===== src/rtl/matmul_sequencer.sv =====
// matmul_sequencer: drives a single-MAC accumulator to compute C = A x B.
// Row-major, unsigned 32-bit operands, sums wrap modulo 2^32. Each product
// term costs RD, LAT, MAC, WAIT; each C element adds CLR, SETTLE and WRITE.
module matmul_sequencer #(
  parameter int DIM_W  = 8,
  parameter int ADDR_W = 16
) (
  input  logic              clk,
  input  logic              reset,
  input  logic              start,
  input  logic [DIM_W-1:0]  dim_m,
  input  logic [DIM_W-1:0]  dim_k,
  input  logic [DIM_W-1:0]  dim_n,
  output logic              busy,
  output logic              done,
  output logic              a_rd_en,
  output logic [ADDR_W-1:0] a_addr,
  input  logic [31:0]       a_rdata,
  output logic              b_rd_en,
  output logic [ADDR_W-1:0] b_addr,
  input  logic [31:0]       b_rdata,
  output logic              c_wr_en,
  output logic [ADDR_W-1:0] c_addr,
  output logic [31:0]       c_wdata,
  output logic [31:0]       mac_a,
  output logic [31:0]       mac_b,
  output logic              mac_add,
  output logic              mac_clear,
  input  logic [31:0]       mac_accum_out,
  input  logic              mac_done
);

  typedef enum logic [3:0] {
    S_IDLE, S_CLR, S_RD, S_LAT, S_MAC, S_WAIT, S_SETTLE, S_WRITE, S_DONE
  } state_e;

  // Wide enough that row*stride+col never overflows before truncation.
  localparam int FULL_W = 2 * DIM_W + ADDR_W + 1;

  state_e state_q, state_d;
  logic [DIM_W-1:0] m_q, m_d, kd_q, kd_d, n_q, n_d;
  logic [DIM_W-1:0] i_q, i_d, j_q, j_d, k_q, k_d;
  logic [31:0]      mac_a_q, mac_a_d, mac_b_q, mac_b_d;

  // Row-major linear address row*stride+col, truncated to the memory width.
  function automatic logic [ADDR_W-1:0] lin_addr(input logic [DIM_W-1:0] row,
                                                  input logic [DIM_W-1:0] stride,
                                                  input logic [DIM_W-1:0] col);
    logic [FULL_W-1:0] full;
    full = FULL_W'(row) * FULL_W'(stride) + FULL_W'(col);
    return full[ADDR_W-1:0];
  endfunction

  assign mac_a = mac_a_q;
  assign mac_b = mac_b_q;
  assign busy  = (state_q != S_IDLE);

  // State, latched dimensions, loop counters and MAC operand registers.
  always_ff @(posedge clk) begin
    if (reset) begin
      state_q <= S_IDLE;
      m_q     <= '0;
      kd_q    <= '0;
      n_q     <= '0;
      i_q     <= '0;
      j_q     <= '0;
      k_q     <= '0;
      mac_a_q <= '0;
      mac_b_q <= '0;
    end else begin
      state_q <= state_d;
      m_q     <= m_d;
      kd_q    <= kd_d;
      n_q     <= n_d;
      i_q     <= i_d;
      j_q     <= j_d;
      k_q     <= k_d;
      mac_a_q <= mac_a_d;
      mac_b_q <= mac_b_d;
    end
  end

  // Next-state, counter updates and per-state strobes/addresses.
  always_comb begin
    state_d   = state_q;
    m_d       = m_q;
    kd_d      = kd_q;
    n_d       = n_q;
    i_d       = i_q;
    j_d       = j_q;
    k_d       = k_q;
    mac_a_d   = mac_a_q;
    mac_b_d   = mac_b_q;
    done      = 1'b0;
    a_rd_en   = 1'b0;
    b_rd_en   = 1'b0;
    c_wr_en   = 1'b0;
    a_addr    = '0;
    b_addr    = '0;
    c_addr    = '0;
    c_wdata   = '0;
    mac_add   = 1'b0;
    mac_clear = 1'b0;
    case (state_q)
      S_IDLE: begin
        if (start) begin
          m_d  = dim_m;
          kd_d = dim_k;
          n_d  = dim_n;
          i_d  = '0;
          j_d  = '0;
          k_d  = '0;
          if (dim_m == '0 || dim_k == '0 || dim_n == '0) state_d = S_DONE;
          else                                             state_d = S_CLR;
        end
      end
      S_CLR: begin
        mac_clear = 1'b1;
        k_d       = '0;
        state_d   = S_RD;
      end
      S_RD: begin
        a_rd_en = 1'b1;
        b_rd_en = 1'b1;
        a_addr  = lin_addr(i_q, kd_q, k_q);
        b_addr  = lin_addr(k_q, n_q, j_q);
        state_d = S_LAT;
      end
      S_LAT: begin
        mac_a_d = a_rdata;
        mac_b_d = b_rdata;
        state_d = S_MAC;
      end
      S_MAC: begin
        mac_add = 1'b1;
        state_d = S_WAIT;
      end
      S_WAIT: begin
        if (mac_done) begin
          if (k_q == kd_q - DIM_W'(1)) begin
            state_d = S_SETTLE;
          end else begin
            k_d     = k_q + DIM_W'(1);
            state_d = S_RD;
          end
        end
      end
      // mac_accum_out lags the accumulator by a cycle; let it catch up.
      S_SETTLE: state_d = S_WRITE;
      S_WRITE: begin
        c_wr_en = 1'b1;
        c_addr  = lin_addr(i_q, n_q, j_q);
        c_wdata = mac_accum_out;
        if (j_q == n_q - DIM_W'(1)) begin
          j_d = '0;
          i_d = i_q + DIM_W'(1);
          if (i_q == m_q - DIM_W'(1)) state_d = S_DONE;
          else                        state_d = S_CLR;
        end else begin
          j_d     = j_q + DIM_W'(1);
          state_d = S_CLR;
        end
      end
      S_DONE: begin
        done    = 1'b1;
        state_d = S_IDLE;
      end
      default: state_d = S_IDLE;
    endcase
  end

endmodule


===== config.mk =====
export PLATFORM = sky130hd
export DESIGN_NAME = matmul_sequencer
export DESIGN_NICKNAME = d
export VERILOG_FILES = /design/src/rtl/matmul_sequencer.sv
export SDC_FILE = /design/constraint.sdc
export NUM_CORES = 1
export LEC_CHECK = 0
export CAP_MARGIN = 25
export CORE_MARGIN = 2
export CORE_UTILIZATION = 40
export CTS_CLUSTER_DIAMETER = 150
export DETAILED_ROUTE_END_ITERATION = 16
export HOLD_SLACK_MARGIN = 0.15
export PLACE_DENSITY = 0.65
export SLEW_MARGIN = 5
export SYNTH_ARGS = -nofsm -noshare
export SYNTH_HDL_FRONTEND = slang
export SYNTH_SLANG_ARGS = --single-unit
export TNS_END_PERCENT = 30

===== constraint.sdc =====
create_clock -name clk -period 9.9 [get_ports clk]
set_clock_uncertainty 0.2 [all_clocks]
set_input_delay 2.97 -clock clk [delete_from_list [all_inputs] [get_ports clk]]
set_output_delay 2.97 -clock clk [all_outputs]
set_load 0.01 [all_outputs]

# Yosys cells after proc, flatten, opt, wreduce, memory -nomap -nowiden
# Index checks and enable logic that the tools add are counted.
# totals
regBits	116
input_bits	124
out_inout_bits	151
# classes
add_sub_neg	9
mul	3
n_eq_ne	15
n_mux	24
n_reduce_logical	14
# op_table
cell	count
$add 16x8->16	3
$mul 8x8->16	3
$mux 16	3
$mux 8	5
$mux 32	1
$pmux 4 s8	1
$pmux 8 s2	2
$add 8x1->8 const B	3
$eq 8x8->1	3
$logic_not 8->1	3
$pmux 8 s3	1
$sub 8x1->8 const B	3
$mux 4	5
$eq 4x3->1 const B	4
$eq 4x2->1 const B	2
$ne 2x2->1 const B	4
$reduce_and 2->1	3
$mux 1	5
$eq 4x1->1 const B	1
$eq 4x4->1 const B	1
$logic_not 4->1	1
$reduce_and 4->1	1
$reduce_bool 4->1	1
$mux 3	1
4 further kinds	5

# Logic depth before layout (Yosys ltp)
# Gate-level depths: netlist of run 1.
# logic_depth
word_depth	6
depth_mapped	20

# Least setup slack after synthesis of run 1
# No wires, ideal clock.
# synth_timing
kind	register -> output
from	reg n_q[2]
to	out b_addr[15]
t_arrival_ps	4823
setup_slack_ps	1907
stages_incl_launch_ff	19
n_path_buf	2
cell_sequence	dfxtp_1 -> clkbuf_1 -> clkbuf_1 -> nand2_1 -> fa_1 -> fa_1 -> inv_1 -> fa_1 -> inv_1 -> fa_1 -> inv_1 -> ha_1 -> o21a_1 -> a21boi_0 -> or4_1 -> a41o_1 -> o41ai_1 -> xnor2_1 -> nor2_1
# synth_between
elab_chain_cells	3
# synth_lines
element	line_no	source
start, declared	41	logic [DIM_W-1:0] m_q, m_d, kd_q, kd_d, n_q, n_d;
start signal, assigned	74	n_q <= n_d;
$mul 8x8->16	50	full = FULL_W'(row) * FULL_W'(stride) + FULL_W'(col);
$add 16x8->16	50	
$mux 16	104	case (state_q)
end, declared	20	output logic [ADDR_W-1:0] b_addr,
# No other way between the ends.

# Final worst setup path of run 1
# layout_timing
from	reg i_q[2]
to	out c_addr[14]
# layout_between
elab_chain_cells	3
# layout_lines
element	line_no	source
start, declared	42	logic [DIM_W-1:0] i_q, i_d, j_q, j_d, k_q, k_d;
start signal, assigned	75	i_q <= i_d;
$mul 8x8->16	50	
$add 16x8->16	50	
$mux 16	104	
end, declared	23	output logic [ADDR_W-1:0] c_addr,
# No other way between the ends.

==> metrics.yaml, run 1 <==
finish:
  stdcell_count: 2229
  diodes: 0
  drive_above_1_share: 0.0400
  area_growth_pct: 28.1
  final_util: 0.517
  nets: 2184
  num-fill-cells: 3035
floorplan:
  die_x_um: 182
  ioPinCount: 275
  initial_core_util: 0.403
  dieArea_mm2: 0.0331
  rows: 65
  core-area_mm2: 0.0314
  die_h_um: 182
grt:
  grt_pass1_vias: 11294
  grt_pass1_wl_mm: 57.9
  gr-total-overflow: 0
  grt_use_total: 0.216
  antenna_found_initial: 0
  grt_max_degree: 77
route:
  avgRoutedWirePerCell_um: 15.8
  drt_wl_total_mm: 35.3
  routed_via_density: 5.04
  vias: 11234
  drt-met1-wl_mm: 15.2
  ant_nets: 0
  met3_length_mm: 3.20
  wl_met2_mm: 16.3
  drtIter0Drc: 535
  drc: 0
  drt_first_pass_iters: 5
  top_layer_used: "met4"
timing:
  clock.fmax_mhz: 109
  grt_setup_unrepaired: "false"
  hold_ws_ps: 252
  hold_viol_final: 0
  tightest_slew_ps: 970
  fin_crit_ps: 9160
  setup_violations: 0
  fin_crit_sh: 0.925
  finalWorstSetupSlack_ps: 738
  slew_violations: 0
  finalSetupTns_ps: 0
  slew_headroom: 0.353
placement:
  place.gp.congestion: 0.828
  dpl.cell_count: 2194
  hpwlAfterDp_mm: 27.6
  dp_slack_ps: 1180
  port_buffers: 274
critical_path:
  critPathMaxStageDelay_ps: 920
  cp.buffers_inverters: 3
  cp_max_fo: 24
  crit_top_cell: "fa_1"
  cp.required_ps: 6730
  worstSetupEndpointType: "primary output"
  startpoint_type: "flip-flop"
  cp_slowest_cell: "dfxtp_1"
  crit_type: "reg2out"
  cpLargestDelayFamily: "adder cells"
  cp.arrival_ps: 5990
  path_cells: "and2_1, fa_1, fa_1, fa_1, inv_1, fa_1, inv_1, ha_1, or3_1, a311o_1, a2111o_1, nand4_1, a21oi_1, xnor2_1, nor2_1, clkdlybuf4s50_1"
yosys:
  synth_flop_cell: "dfxtp_1"
  synth_area_leaders: "fa_1, dfxtp_1, ha_1, nand2_1, and2_1"
  yosysWarnings: 0
  synth_area_mm2: 0.0127
  yosysTopAreaCell: "fa_1"
  synth_top_area_frac: 0.209
  synth_cells: 1597
  syn_avg_cell_area_um2: 7.93
  synth_nets: 1967
  synthArstFlopShare: 0
  synth_edf_count: 0
  synth-seq-area-share: 0.183
  ys_seq_elements: 116
  synth_cell_types: 73
cts:
  h-tree-depth: 4
  cts_hold_buf: 0
  cts-root-buf: "clkbuf_16"
  clk_latency_ps: 420
  cts_sinks: 116
  tritoncts: "yes"
  cts_buffer_depth: 2
  cts_resized: 0
  post_cts_buffers: 0
  cts_inserted_buffers: 17
  cts.reportedPaths.clkPinSlew_ps: 60
pwr:
  p_sw_mw: 0.385
  leakage_nw: 7.26
  power_frac_clock: 0.436
  powerDensity_mw_per_mm2: 80.3
  swShare: 0.295
  ir_worst_vdd_mv: 0.0868
  p_seq_frac: 0.396
  intPower_mw: 0.918
  comb_power_share: 0.168
status:
  run_status: "finished, final reports clean"
worst_hold_path:
  hp-class: "reg2reg"
run:
  cap_violations: 0
## power by group through the flow
stage               clock network, mW  logic (mW)  registers (mW)
floorplan                           0       0.127           0.506
global placement                    0       0.212           0.524
detailed placement                  0       0.215           0.525
CTS                             0.575       0.216           0.515
global route                    0.599       0.241           0.519
finish                          0.568       0.219           0.515
## routing by layer
layer / up-vias / global-route usage
met1: 5311 / 0.275
met5: - / 0
met2: 362 / 0.360
met3: 40 / 0.0652
li1: 5521 / -
met4: 0 / 0.0494
## area by class of cell
| class | count | area, um^2 | share of cell area |
|---|---|---|---|
| clock buffers | 18 | 439 | 0.0271 |
| clock inverters | 14 | 104 | 0.00640 |
| inverters | 207 | 777 | 0.0479 |
| multi-input cells | 1180 | 9180 | 0.566 |
| flip-flops and latches | 116 | 2320 | 0.143 |
| well taps | 402 | 503 | 0.0310 |
| repair buffers | 292 | 2890 | 0.178 |
## worst paths after layout
check             slack (ps)          to  cells past startpoint  startpoint
setup / recovery         740  c_addr[14]                     16      i_q[2]
hold / removal           250   mac_b[31]                      2   mac_b[31]
setup reg to reg        6600      j_q[2]                      9      n_q[1]
hold reg to reg          250   mac_b[31]                      2   mac_b[31]
## cell usage after synthesis (3+ instances only)
cell      number
nand2_1      287
inv_1        207
and2_1       149
fa_1         132
dfxtp_1      116
ha_1         114
a21oi_1      113
clkbuf_1      79
nor2_1        74
xnor2_1       32
o21ai_0       30
xor2_1        29
nor3_1        26
nand3_1       17
and3_1        15
nor4_1        14
nand2b_1      12
o21a_1        11
a31oi_1       10
or3_1         10
nor2b_1        9
nand4_1        8
a211oi_1       7
or4_1          7
buf_2          6
a21o_1         5
or2_2          5
nand3b_1       4
a22o_1         3
buf_1          3
buf_4          3
mux2i_1        3
nor3b_1        3
o22ai_1        3
## tightest hold or removal path, delay by kind of cell (launching register included)
kind,cells,cell delay [ps]
flip-flops,1,310
AO/OA/AOI/OAI,1,50
AND/OR/NAND/NOR,1,50
## metrics by stage
stage          instance area (um^2)  total power [mW]
2_1_floorplan                 12700             0.633
3_3_place_gp                  15600             0.737
3_5_place_dp                  15600             0.740
4_1_cts                       16200              1.31
5_1_grt                       16200              1.36
6_report                      16200              1.30
## cell usage in the layout, fill, tap and decap left out, drive strengths merged, types with 4 or more instances in the layout
master	Yosys	layout
o21a	11	11
nor3	28	28
nor3b	4	4
and3	15	15
a31oi	10	10
and2	149	149
a21oi	113	113
clkdlybuf4s50	0	273
o21ai	31	31
clkinvlp	0	6
a21o	5	5
nand2b	12	12
inv	207	210
nand2	287	287
clkinv	0	5
nand3b	4	4
or2	6	6
ha	114	114
or3	10	10
a211oi	7	7
fa	132	132
buf	14	19
nor2b	9	9
nand3	17	17
nor4	16	16
nor2	76	76
clkbuf	80	18
dfxtp	116	116
nand4	8	8
xor2	29	29
or4	8	8
xnor2	32	32
## cell families (layout without fill, tap and decap cells)
family | count (synthesis) | count (layout) | share of synthesized area
AOI/OAI and AO/OA | 215 | 215 | 0.103
muxes | 4 | 4 | 0.00326
adders and majority gates | 246 | 246 | 0.321
xor gates and xnor gates | 61 | 61 | 0.0422
DFF | 116 | 116 | 0.183
and+or+nand+nor | 654 | 654 | 0.255
buffers and inverters | 301 | 531 | 0.0920
## registers in the layout, indices dropped and copies added, names as in the netlist
name	flops
j_q	8
m_q	8
mac_a	32
mac_b	32
n_q	8
kd_q	8
k_q	8
state_q	4
i_q	8
(Power assumes the default switching activity.)
==> inputs of run 2 (changes only) <==
Settings changed: HOLD_SLACK_MARGIN 0.15 to default, PLACE_DENSITY 0.65 to 0.62, SLEW_MARGIN 5 to 20.
==> run 2 against run 1 <==
Clock power rose by 20%. Sequential share of layout area fell by 0.095 points. Utilization rose by 0.35 points. Combinational power fell by 3%. Flip-flop and latch count did not move. Die area did not move. Critical path type unchanged. Critical endpoint is now b_addr[15].
==> metrics.yaml, run 2 (same netlist as run 1, synthesis figures left out) <==
timing:
  slew_headroom: 0.353  # about the same
  finalWorstSetupSlack_ps: 697  # -41.5 ps
  finalSetupTns_ps: 0  # unchanged
  slew_violations: 0  # unchanged
  setup_violations: 0  # unchanged
  hold_viol_final: 0  # unchanged
  hold_ws_ps: 251  # -1.84 ps
  grt_setup_unrepaired: "false"
  fin_crit_sh: 0.930  # +0.00419
  fin_crit_ps: 9200  # +41.5 ps
  clock.fmax_mhz: 109  # -0.45%
  tightest_slew_ps: 971  # +1.01 ps
placement:
  dp_slack_ps: 1140  # -45.2 ps
  place.gp.congestion: 0.836  # +1.0%
  hpwlAfterDp_mm: 27.4  # -0.57%
  port_buffers: 274  # unchanged
status:
  run_status: "finished, final reports clean"
finish:
  layout_commonest_cell: "nand2_1"
  final_cell_mix: "nand2_1, clkdlybuf4s50_1, inv_1"
  nets: 2184  # unchanged
  num-fill-cells: 3016  # -0.63%
  drive_above_1_share: 0.0400  # unchanged
  diodes: 0  # unchanged
  area_growth_pct: 29.0
route:
  drt_first_pass_iters: 6  # +1
  drtIter0Drc: 480  # -10%
  ant_nets: 0  # unchanged
  drc: 0  # unchanged
  vias: 11249  # +0.13%
  avgRoutedWirePerCell_um: 15.8  # about the same
  drt_wl_total_mm: 35.2  # about the same
  routed_via_density: 5.05  # +0.13%
floorplan:
  dieArea_mm2: 0.0331  # unchanged
  rows: 65  # unchanged
  ioPinCount: 275  # unchanged
  die_x_um: 182  # unchanged
  initial_core_util: 0.403  # unchanged
  core-area_mm2: 0.0314  # unchanged
  die_h_um: 182  # unchanged
pwr:
  ir_worst_vdd_mv: 0.102  # +18%
  leakage_nw: 7.32  # +0.79%
  powerDensity_mw_per_mm2: 86.3  # +7.5%
critical_path:
  cp_max_fo: 20  # -17%
  crit_type: "reg2out"
  worstSetupEndpointType: "primary output"
  rr_startpoint: "n_q[0]"
  worstReg2RegEnd: "j_q[2]"
  cp.required_ps: 6730  # about the same
  cp.arrival_ps: 6030  # +40 ps
  startpoint_type: "flip-flop"
  reg2reg_depth: 9  # unchanged
  reg2reg_slack_ps: 6540  # -60 ps
grt:
  grt_use_total: 0.216  # +0.000572
  antenna_found_initial: 0  # unchanged
  grt_max_degree: 80  # +3.9%
  gr-total-overflow: 0  # unchanged
  grt_pass1_vias: 11133  # -1.4%
  grt_pass1_wl_mm: 58.1  # +0.30%
cts:
  cts-root-buf: "clkbuf_16"
  cts_hold_buf: 0  # unchanged
  post_cts_buffers: 0  # unchanged
  clk_latency_ps: 410  # about the same
  h-tree-depth: 4  # unchanged
  cts_resized: 0  # unchanged
  tritoncts: "yes"
  cts_inserted_buffers: 17  # unchanged
  cts_buffer_depth: 2  # unchanged
  cts.reportedPaths.clkPinSlew_ps: 60  # about the same
  cts_sinks: 116  # unchanged
run:
  cap_violations: 0  # unchanged
worst_hold_path:
  hp-class: "reg2reg"
  whs_path_depth: 2  # unchanged
  whs_endpoint: "mac_a[11]"
  min_from: "mac_a[11]"
run 2: cell types whose count changed in the layout (fill, tap and decap cells not counted), sizes merged:
cell	previous run	this run
clkbuf	18	19
inv	210	211
bufinv	0	4
clkinvlp	6	3
clkinv	5	2
run 2: where the power goes:
part / leakage (nW) / internal, mW / switching, mW
clock network: 0.307 / 0.439 / 0.240
registers: 0.939 / 0.483 / 0.0350
logic: 6.07 / 0.106 / 0.107
total: 7.32 / 1.03 / 0.382
run 2: metrics by stage:
step	utilization	total power, mW	instances	instance area (um^2)
floorplan	-	0.633	1597	12700
global placement	0.498	0.735	2194	15600
detailed placement	0.498	0.738	2194	15600
CTS	0.519	1.42	2226	16300
global route	0.520	1.46	2229	16300
finish	0.520	1.41	2229	16300
run 2: layout make-up:
class / instances / area [um^2] / share of cell area
sequential: 116 / 2320 / 0.142
inverter: 207 / 777 / 0.0476
tap: 402 / 503 / 0.0308
multi-input combinational: 1180 / 9180 / 0.562
timing repair buffer: 292 / 2890 / 0.177
clock buffer: 19 / 453 / 0.0277
clock inverter: 13 / 195 / 0.0120
run 2: metal layers:
layer | vias up | GRT usage | part of all wire
li1 | 5534 | - | -
met1 | 5350 | 0.284 | 0.44
met2 | 333 | 0.354 | 0.46
met3 | 32 | 0.0652 | 0.086
met4 | 0 | 0.0445 | 0.012
met5 | - | 0 | 0
run 2: critical path: stages, from the launching register on:
cell and delay (ps):
dfxtp_1 780, nand2_1 160, fa_1 540, inv_1 50
fa_1 500, inv_1 50, fa_1 480, fa_1 490
inv_1 40, ha_1 310, o21a_1 210, a21boi_0 150
or4_1 470, a41o_1 280, o41ai_1 340, xnor2_1 120
nor2_1 90, clkdlybuf4s50_1 550
run 2: worst max path at each step:
| stage | end | startpoint | slack (ps) |
|---|---|---|---|
| global placement | b_addr[15] | n_q[0] | 1200 |
| floorplan | b_addr[15] | n_q[2] | 1910 |
| CTS | b_addr[15] | n_q[0] | 670 |
| finish | b_addr[15] | n_q[0] | 700 |
| global route | b_addr[15] | n_q[0] | 420 |
| detailed placement | b_addr[15] | n_q[0] | 1140 |
==> inputs of run 3 (changes only) <==
Settings changed: ABC_CLOCK_PERIOD_IN_PS from default to 9900.
==> results of run 3 <==
The final DEF is identical to that of run 2; final timing and power are the same.
